### src/rtl/dsp_duc_tx_pkg.sv
// Shared constants, sample types and the output saturation helper for the DUC transmit path.
package dsp_duc_tx_pkg;

    localparam int LUT_DEPTH  = 256;
    localparam int LUT_AW     = $clog2(LUT_DEPTH);
    localparam int SAMPLE_W   = 16;
    localparam int ACC_W      = 33;
    localparam int FRAC_SHIFT = 15;

    localparam logic signed [ACC_W-1:0] ROUND_CONST    = 33'sd16384;
    localparam logic [LUT_AW-1:0]       QUARTER_OFFSET = LUT_AW'(LUT_DEPTH / 4);

    typedef struct packed {
        logic signed [SAMPLE_W-1:0] i;
        logic signed [SAMPLE_W-1:0] q;
    } iq_t;

    function automatic logic signed [SAMPLE_W-1:0] sat_sample(input logic signed [ACC_W-1:0] v);
        logic signed [SAMPLE_W-1:0] r;
        if (v > 33'sd32767) begin
            r = 16'sh7FFF;
        end else if (v < -33'sd32768) begin
            r = 16'sh8000;
        end else begin
            r = v[SAMPLE_W-1:0];
        end
        return r;
    endfunction

endpackage

### src/rtl/nco_sin_lut.sv
// Dual-read sine ROM (256 x 16 bit, amplitude 32767) with one registered output per port.
// Only the first quarter wave is stored; the rest is folded by symmetry.
module nco_sin_lut
    import dsp_duc_tx_pkg::*;
(
    input  logic                       clk_i,
    input  logic                       rst_i,
    input  logic [LUT_AW-1:0]          sin_idx_i,
    input  logic [LUT_AW-1:0]          cos_idx_i,
    output logic signed [SAMPLE_W-1:0] sin_o,
    output logic signed [SAMPLE_W-1:0] cos_o
);

    function automatic logic signed [SAMPLE_W-1:0] quarter(input logic [6:0] k);
        logic signed [SAMPLE_W-1:0] v;
        case (k)
            7'd0:  v = 16'sd0;     7'd1:  v = 16'sd804;   7'd2:  v = 16'sd1608;  7'd3:  v = 16'sd2410;
            7'd4:  v = 16'sd3212;  7'd5:  v = 16'sd4011;  7'd6:  v = 16'sd4808;  7'd7:  v = 16'sd5602;
            7'd8:  v = 16'sd6393;  7'd9:  v = 16'sd7179;  7'd10: v = 16'sd7962;  7'd11: v = 16'sd8739;
            7'd12: v = 16'sd9512;  7'd13: v = 16'sd10278; 7'd14: v = 16'sd11039; 7'd15: v = 16'sd11793;
            7'd16: v = 16'sd12539; 7'd17: v = 16'sd13279; 7'd18: v = 16'sd14010; 7'd19: v = 16'sd14732;
            7'd20: v = 16'sd15446; 7'd21: v = 16'sd16151; 7'd22: v = 16'sd16846; 7'd23: v = 16'sd17530;
            7'd24: v = 16'sd18204; 7'd25: v = 16'sd18868; 7'd26: v = 16'sd19519; 7'd27: v = 16'sd20159;
            7'd28: v = 16'sd20787; 7'd29: v = 16'sd21403; 7'd30: v = 16'sd22005; 7'd31: v = 16'sd22594;
            7'd32: v = 16'sd23170; 7'd33: v = 16'sd23731; 7'd34: v = 16'sd24279; 7'd35: v = 16'sd24811;
            7'd36: v = 16'sd25329; 7'd37: v = 16'sd25832; 7'd38: v = 16'sd26319; 7'd39: v = 16'sd26790;
            7'd40: v = 16'sd27245; 7'd41: v = 16'sd27683; 7'd42: v = 16'sd28105; 7'd43: v = 16'sd28510;
            7'd44: v = 16'sd28898; 7'd45: v = 16'sd29268; 7'd46: v = 16'sd29621; 7'd47: v = 16'sd29956;
            7'd48: v = 16'sd30273; 7'd49: v = 16'sd30571; 7'd50: v = 16'sd30852; 7'd51: v = 16'sd31113;
            7'd52: v = 16'sd31356; 7'd53: v = 16'sd31580; 7'd54: v = 16'sd31785; 7'd55: v = 16'sd31971;
            7'd56: v = 16'sd32137; 7'd57: v = 16'sd32285; 7'd58: v = 16'sd32412; 7'd59: v = 16'sd32521;
            7'd60: v = 16'sd32609; 7'd61: v = 16'sd32678; 7'd62: v = 16'sd32728; 7'd63: v = 16'sd32757;
            7'd64: v = 16'sd32767;
            default: v = 16'sd0;
        endcase
        return v;
    endfunction

    // Second and fourth quarters mirror the index; the lower half of the circle negates.
    function automatic logic signed [SAMPLE_W-1:0] sine(input logic [LUT_AW-1:0] idx);
        logic [6:0]                 k;
        logic signed [SAMPLE_W-1:0] m;
        if (idx[6]) begin
            k = 7'd64 - {1'b0, idx[5:0]};
        end else begin
            k = {1'b0, idx[5:0]};
        end
        m = quarter(k);
        return idx[7] ? -m : m;
    endfunction

    always_ff @(posedge clk_i) begin
        if (rst_i) begin
            sin_o <= '0;
            cos_o <= '0;
        end else begin
            sin_o <= sine(sin_idx_i);
            cos_o <= sine(cos_idx_i);
        end
    end

endmodule

### src/rtl/dsp_duc_tx.sv
// Digital up-converter: IQ sample FIFO, zero-order hold at 1/INTERP rate, NCO quadrature mix
// to a real 16-bit DAC stream with round-half-up and saturation.
module dsp_duc_tx
    import dsp_duc_tx_pkg::*;
#(
    parameter logic [31:0] FREQ       = 32'h6400_0000,
    parameter int          INTERP     = 8,
    parameter int          FIFO_DEPTH = 4
) (
    input  logic                       clk_i,
    input  logic                       rst_i,
    input  logic                       en_i,
    input  logic [31:0]                data_i,
    input  logic                       valid_i,
    output logic                       ready_o,
    output logic signed [SAMPLE_W-1:0] dac_data_o,
    output logic                       dac_valid_o,
    output logic                       underrun_o
);

    localparam int PW = $clog2(FIFO_DEPTH);
    localparam int CW = $clog2(INTERP);
    localparam logic [PW:0]   DEPTH_C  = (PW + 1)'(FIFO_DEPTH);
    localparam logic [CW-1:0] CNT_LAST = CW'(INTERP - 1);

    logic [31:0]   fifo_mem_q [FIFO_DEPTH];
    logic [PW-1:0] wr_ptr_q, rd_ptr_q;
    logic [PW:0]   count_q;
    logic          push, pop, boundary;

    logic [CW-1:0] cnt_q, cnt_d;
    iq_t           hold_q, hold_d;
    logic          underrun_q, underrun_d;
    logic [31:0]   phase_q;

    logic signed [SAMPLE_W-1:0]   sin_s, cos_s;
    logic signed [2*SAMPLE_W-1:0] prod_ic_q, prod_qs_q;
    logic signed [ACC_W-1:0]      ext_ic, ext_qs, sum_q;
    logic signed [SAMPLE_W-1:0]   dac_q;
    logic [3:0]                   vld_q;

    assign ready_o  = (count_q != DEPTH_C);
    assign push     = valid_i & ready_o;
    assign boundary = en_i & (cnt_q == CNT_LAST);
    assign pop      = boundary & (count_q != '0);

    // Sample FIFO; pointers wrap naturally because the depth is a power of two.
    always_ff @(posedge clk_i) begin
        if (rst_i) begin
            wr_ptr_q <= '0;
            rd_ptr_q <= '0;
            count_q  <= '0;
        end else begin
            if (push) begin
                fifo_mem_q[wr_ptr_q] <= data_i;
                wr_ptr_q             <= wr_ptr_q + 1'b1;
            end
            if (pop) begin
                rd_ptr_q <= rd_ptr_q + 1'b1;
            end
            count_q <= count_q + {{PW{1'b0}}, push} - {{PW{1'b0}}, pop};
        end
    end

    always_comb begin
        cnt_d      = cnt_q;
        hold_d     = hold_q;
        underrun_d = underrun_q;
        if (!en_i) begin
            cnt_d  = '0;
            hold_d = '0;
        end else if (boundary) begin
            cnt_d = '0;
            if (count_q != '0) begin
                hold_d = fifo_mem_q[rd_ptr_q];
            end else begin
                hold_d     = '0;
                underrun_d = 1'b1;
            end
        end else begin
            cnt_d = cnt_q + 1'b1;
        end
    end

    // The LUT registers its output on the same edge the hold register loads, so both use one phase.
    always_ff @(posedge clk_i) begin
        if (rst_i) begin
            cnt_q      <= '0;
            hold_q     <= '0;
            underrun_q <= 1'b0;
            phase_q    <= '0;
        end else begin
            cnt_q      <= cnt_d;
            hold_q     <= hold_d;
            underrun_q <= underrun_d;
            phase_q    <= phase_q + FREQ;
        end
    end

    nco_sin_lut u_lut (
        .clk_i     (clk_i),
        .rst_i     (rst_i),
        .sin_idx_i (phase_q[31:24]),
        .cos_idx_i (phase_q[31:24] + QUARTER_OFFSET),
        .sin_o     (sin_s),
        .cos_o     (cos_s)
    );

    assign ext_ic = {prod_ic_q[2*SAMPLE_W-1], prod_ic_q};
    assign ext_qs = {prod_qs_q[2*SAMPLE_W-1], prod_qs_q};

    always_ff @(posedge clk_i) begin
        if (rst_i) begin
            prod_ic_q <= '0;
            prod_qs_q <= '0;
            sum_q     <= '0;
            dac_q     <= '0;
            vld_q     <= '0;
        end else begin
            prod_ic_q <= $signed(hold_q.i) * cos_s;
            prod_qs_q <= $signed(hold_q.q) * sin_s;
            sum_q     <= (ext_ic - ext_qs + ROUND_CONST) >>> FRAC_SHIFT;
            dac_q     <= sat_sample(sum_q);
            vld_q     <= {vld_q[2:0], 1'b1};
        end
    end

    assign dac_data_o  = dac_q;
    assign dac_valid_o = vld_q[3];
    assign underrun_o  = underrun_q;

endmodule

### config.mk
export PLATFORM = sky130hd
export DESIGN_NAME = dsp_duc_tx
export DESIGN_NICKNAME = d
export VERILOG_FILES = /design/src/rtl/dsp_duc_tx_pkg.sv /design/src/rtl/nco_sin_lut.sv /design/src/rtl/dsp_duc_tx.sv
export SDC_FILE = /design/constraint.sdc
export NUM_CORES = 2
export LEC_CHECK = 0
export CAP_MARGIN = 20
export CORE_UTILIZATION = 27
export DETAILED_ROUTE_END_ITERATION = 6
export PLACE_DENSITY = 0.43
export SLEW_MARGIN = 20
export SYNTH_ARGS = -nofsm -noshare
export SYNTH_HDL_FRONTEND = slang
export SYNTH_MEMORY_MAX_BITS = 65536
export SYNTH_SLANG_ARGS = --single-unit
### constraint.sdc
create_clock -name clk_i -period 5.9 [get_ports clk_i]
set_clock_uncertainty 0.2 [all_clocks]
set_input_delay 1.18 -clock clk_i [delete_from_list [all_inputs] [get_ports clk_i]]
set_output_delay 1.18 -clock clk_i [all_outputs]
set_load 0.05 [all_outputs]
Word-level counts from Yosys, hierarchy flattened
Memory sizes are Yosys's and may differ from the RTL's. A register that Yosys moved wholly into a read port is not among the register bits.
Index checks and enable logic that the tools add are counted.
- flip-flop bits (word level): 209
- bits in writable memories: 128
- ROM bits: 3840
- input bits: 36
- output and inout port bits: 19
- word-level logic and storage cells: 66
- memories: 3
- add/sub/neg operators: 13
- multipliers: 2
- order comparisons: 2
- equality and inequality tests: 2
- muxes and demuxes: 17
- bitwise gates (word level): 5
- reduce and logical (&&, ||, !) cells: 5
- memories (memory ; depth ; bits a word ; read ports ; clocked after Yosys merged registers in ; write ports ; line ; source):
    (no name shown) ; 128 ; 15 ; 1 ; 0 ; 0 ; nco_sin_lut.sv:16 ; case (k)
    (no name shown) ; 128 ; 15 ; 1 ; 0 ; 0 ; nco_sin_lut.sv:16 ;
    fifo_mem_q ; 4 ; 32 ; 1 ; 1 ; 1 ; dsp_duc_tx.sv:26 ; logic [31:0] fifo_mem_q [FIFO_DEPTH];
- operators with widths (kind ; number):
    $mux W16 ; 5
    $mul A16 B16 Y32 ; 2
    $add A33 B16 Y33 const B ; 1
    $sub A32 B32 Y33 ; 1
    $add A32 B31 Y32 const B ; 1
    $mux W32 ; 1
    $neg A16 Y16 ; 2
    $mux W7 ; 4
    $gt A18 B16 Y1 const B ; 1
    $lt A18 B16 Y1 const B ; 1
    $mux W15 ; 1
    $sub A7 B6 Y7 const A ; 2
    $add A8 B7 Y8 const B ; 1
    $add A2 B1 Y2 const B ; 2
    $mux W1 ; 4
    $mux W2 ; 2
    $reduce_or A2 Y1 ; 2
    $add A3 B1 Y3 ; 1
    $add A3 B1 Y3 const B ; 1
    $and A1 B1 Y1 ; 3
    $eq A3 B3 Y1 const B ; 1
    $ne A3 B3 Y1 const B ; 1
    $reduce_and A3 Y1 ; 1
    $reduce_bool A3 Y1 ; 1
    3 further kinds ; 4

Longest topological paths before layout
An unclocked memory read counts as a cell.
- word-level depth: 8
- mapped depth: 24
- mapped depth without buffers: 22

Hierarchy
A second synthesis with hierarchy kept.
- cells, all modules: 3847
- area, all modules: 36389.9 um2
- by module, submodules not included (module ; instances ; cells an instance ; area an instance (um2)):
    dsp_duc_tx ; 1 ; 2935 ; 30163.9
    nco_sin_lut ; 1 ; 912 ; 6226.0

Worst setup path after synthesis
OpenSTA, ideal clock, no wires.
- path kind: register to register
- start point: register hold_q[15] in the netlist's numbering
- end point: register prod_qs_q[30]
- data arrival time: 6251 ps
- required time: 5572 ps
- path slack: -679 ps
- stages on the path, launching flop included: 21
- cells stage by stage: dfxtp_1 -> clkbuf_1 -> nand2_1 -> inv_1 -> fa_1 -> fa_1 -> fa_1 -> fa_1 -> fa_1 -> inv_1 -> fa_1 -> inv_1 -> ha_1 -> or2_2 -> a21oi_1 -> a211oi_1 -> a2111oi_0 -> o21ai_1 -> o41ai_1 -> xor2_1 -> nor2_1
- cells in the longest elaborated chain, start to end: 1
- RTL lines (element ; line ; source):
    from (decl) ; dsp_duc_tx.sv:32 ; iq_t hold_q, hold_d;
    from (signal assigned) ; dsp_duc_tx.sv:94 ; hold_q <= hold_d;
    $mul A16 B16 Y32 ; dsp_duc_tx.sv:121 ; prod_qs_q <= $signed(hold_q.q) * sin_s;
    to (signal assigned) ; dsp_duc_tx.sv:121 ;
    to (decl) ; dsp_duc_tx.sv:37 ; logic signed [2*SAMPLE_W-1:0] prod_ic_q, prod_qs_q;
No other way between the ends.
A chain may end at the register's enable or synchronous reset.

Final worst setup path
- start point: register hold_q[28] in the netlist's numbering
- end point: register prod_ic_q[31]
- cells in the longest elaborated chain, start to end: 1
- RTL lines (element ; line ; source):
    $mul A16 B16 Y32 ; dsp_duc_tx.sv:120 ; prod_ic_q <= $signed(hold_q.i) * cos_s;
    to (signal assigned) ; dsp_duc_tx.sv:120 ;
    to (decl) ; dsp_duc_tx.sv:37 ;
No other way between the ends.

==> impl_metrics.csv <==
group,metric,value,unit
critical_path,cp-end-kind,"flip-flop",
yosys,yosysTopAreaCell,"fa_1",
critical_path,arrival,6270,ps
drt,postRouteAntennaNets,0,
sta,report.final.slew_viol_count,0,
yosys,synth-edff-count,128,
power_and_ir_drop,internal-power,5.12,mW
sta,fmax,167,MHz
yosys,synth-seq-area-share,0.227,
clocking,cts_buffers,39,
grt,antenna_found_initial,2,
power_and_ir_drop,switching_share,0.352,
grt,use_met2,0.236,
yosys,synthTopCellsByArea,"fa_1, edfxtp_1, dfxtp_1",
drt,vias_per_cell,4.34,
critical_path,crit_path_start,"hold_q[28]",
power_and_ir_drop,worst_ir_drop_vdd,0.233,mV
sta,setup_slack,-95.8,ps
yosys,synth_cells,3340,
sta,hold_ws,228,ps
drt,totalWireLength,88000,µm
sta,period_share,1.02,
critical_path,critPathLaunchType,"flip-flop",
yosys,ys_top_cells_by_count,"inv_1, fa_1, nand2_1",
clocking,clockBufferDepth,3,
floorplan,start_util,0.272,
sta,tightestPinTransition,1050,ps
run_status,violations,"setup timing",
power_and_ir_drop,p_comb_frac,0.339,
floorplan,die_area,124000,µm²
yosys,async_flop_share,0,
grt,grt_max_degree,96,
critical_path,crit_path_frequent_cell,"fa_1",
cells_and_area,fin_nets,4508,
yosys,synth.avg_cell_area,9.94,µm²
cells_and_area,fillers,12600,
hold_path,hp-start,"cnt_q[0]",
grt,grt_util_met3,0.0172,
clocking,cts.sinks,313,
power_and_ir_drop,p_sw,2.79,mW
critical_path,crit_slowest_cell,"fa_1",
yosys,synth.most_common_cell,"inv_1",
yosys,synth_nets,4151,
drt,first_iter_violations,1095,
clocking,cts_tree,"yes",
place,placed_cell_area,38100,µm²
cells_and_area,antenna_cells,0,
place,hpwl,73200,µm
yosys,netlist_area,33200,µm²
critical_path,path_cells,"buf_6 -> and2_4 -> fa_1 -> inv_2 -> fa_1 -> fa_1 -> inv_2 -> fa_1 -> fa_1 -> inv_2 -> fa_1 -> inv_2 -> ha_4 -> and3_4 -> nand3_4 -> nor3_4 -> o31ai_4 -> o31ai_4 -> and4_4 -> nand4_1 -> o221ai_2",
power_and_ir_drop,cellLeakagePower,19.0,nW
power_and_ir_drop,p_per_area,192,nW/µm²
grt,gr-total-overflow,0,
grt,met1_usage,0.205,
yosys,yosysTopAreaCellShare,0.317,
floorplan,core_area,122000,µm²
sta,slew_headroom,0.296,
hold_path,min_path_type,"reg2reg",
place,port_buffers,54,
sta,rsz0062_at_grt,"true",
grt,track_usage,0.144,
sta,finalCriticalPeriod,6000,ps
grt,grt.busiest_layer,"met2",
drt,first_pass_iters,5,
yosys,yosysWarnings,0,
cells_and_area,area_growth,23.9,%
critical_path,cp.required,6180,ps
clocking,cts_root_buf,"clkbuf_16",
yosys,synthFlopType,"dfxtp_1",
floorplan,die_w,353,µm
clocking,clk_pin_slew,60,ps
critical_path,r2r-start,"hold_q[28]",
run_status,status,"finished with violations",
critical_path,slowest_delay,540,ps
critical_path,cpLargestDelayFamily,"adder cells",
power_and_ir_drop,seqPwrFrac,0.350,
clocking,postCtsHoldBufs,0,
run,cap_violations,0,
critical_path,crit_buf_inv,5,
grt,grt_pass1_vias,25200,
critical_path,cp_max_fo,4,
sta,finalSetupViolations,5,
place,globalplace.congestion,0.814,
cells_and_area,drive_above_1_share,0.209,
floorplan,die_y,353,µm
power_and_ir_drop,clock_power_share,0.311,
yosys,yosysUniqueCellTypes,79,
drt,num_vias,23200,
drt,route.detailed.drc,0,
floorplan,io_pins,55,
floorplan,num_rows,128,
clocking,htreeDepth,2,
yosys,synth.ff_latch_count,313,
clocking,clock_latency,580,ps
sta,hold_viol_final,0,
grt,grt_pass1_wl,143000,µm
cells_and_area,design_area,41100,µm²
critical_path,crit_type,"reg2reg",
drt,wl_per_cell,16.4,µm
metrics by stage:
stage | util | power (mW) | cells | setup WS (ps) | setup TNS (ps)
finish | 0.337 | 7.91 | 5352 | -95.8 | -232
global route | 0.337 | 8.39 | 5352 | -277 | -3030
CTS | 0.332 | 7.98 | 5332 | -109 | -532
detailed placement | 0.313 | 5.38 | 5238 | -541 | -6610
global placement | 0.313 | 5.39 | 5238 | -603 | -7290
floorplan | - | 4.27 | 3340 | -16.2 | -16.2
final timing paths:
path                                      end  slack [ps]  depth (start not counted)
worst min-delay path                 cnt_q[0]         230                          1
worst min register to register       cnt_q[0]         230                          1
worst max-delay path            prod_ic_q[31]        -100                         21
worst max register to register  prod_ic_q[31]        -100                         21
cell type report:
class                      count  area [µm²]  share of cell area
clock buffer                  52        1060              0.0259
clock inverter                19         248             0.00603
inverter                     627        2350              0.0572
multi-input combinational   2272       23900               0.580
sequential                   313        7700               0.187
tap                         1625        2030              0.0494
timing repair buffer         444        3870              0.0941
cells in the final DEF (no fill, tap or decap), types with 39 or more instances in the layout:
cell	count
a21o_1	40
a21oi_1	72
and2_1	247
buf_4	332
clkbuf_16	39
clkdlybuf4s50_1	53
dfxtp_1	132
edfxtp_1	128
fa_1	494
ha_1	226
inv_1	593
nand2_1	284
nor2_1	210
o21ai_0	60
xnor2_1	71
xor2_1	39
layer usage:
layer,share of wire,vias up
li1,-,11300
met1,0.49,11500
met2,0.46,345
met3,0.034,89
met4,0.015,0
met5,0,-
registers in the layout, summed over array words and instances, names as in the netlist, named ones only:
signal,count
cnt_q,3
rd_ptr_q,2
dac_data_o,16
sum_q,18
count_q,3
underrun_o,1
vld_q,4
u_lut.cos_o,16
u_lut.sin_o,16
prod_ic_q,32
phase_q,6
prod_qs_q,32
hold_q,32
wr_ptr_q,2
fifo_mem_q,128
worst register-to-register path, cell delays in order (launching register included):
cell      delay [ps]
dfxtp_4          360
buf_6            130
and2_4           150
fa_1             540
inv_2             40
fa_1             480
fa_1             520
inv_2             40
fa_1             500
fa_1             540
inv_2             40
fa_1             510
inv_2             50
ha_4             280
and3_4           200
nand3_4           80
nor3_4           240
o31ai_4          140
o31ai_4          370
and4_4           290
nand4_1          110
o221ai_2          80
power by group through the flow:
stage,logic [mW],registers (mW),clock network (mW)
after global routing,2.96,2.80,2.63
after CTS,2.66,2.77,2.55
after detailed placement,2.58,2.80,0
final,2.68,2.77,2.46
after floorplan,1.46,2.81,0
after global placement,2.59,2.80,0
logic make-up (layout without fill, tap and decap cells):
group / count (synthesis) / after routing / synth area share
buffers and inverters: 755 / 1142 / 0.0866
and+or+nand+nor: 939 / 939 / 0.138
adders and majority gates: 775 / 775 / 0.411
DFF: 313 / 313 / 0.227
muxes: 42 / 42 / 0.0252
xor gates and xnor gates: 118 / 118 / 0.0319
AOI/OAI and AO/OA: 398 / 398 / 0.0798
repair_timing:
action                     CTS  global route
pin swaps                  100           120
resized for setup          228           158
setup endpoints to repair   31            32
setup buffers               26            22
Power figures use the tool's default switching activity.
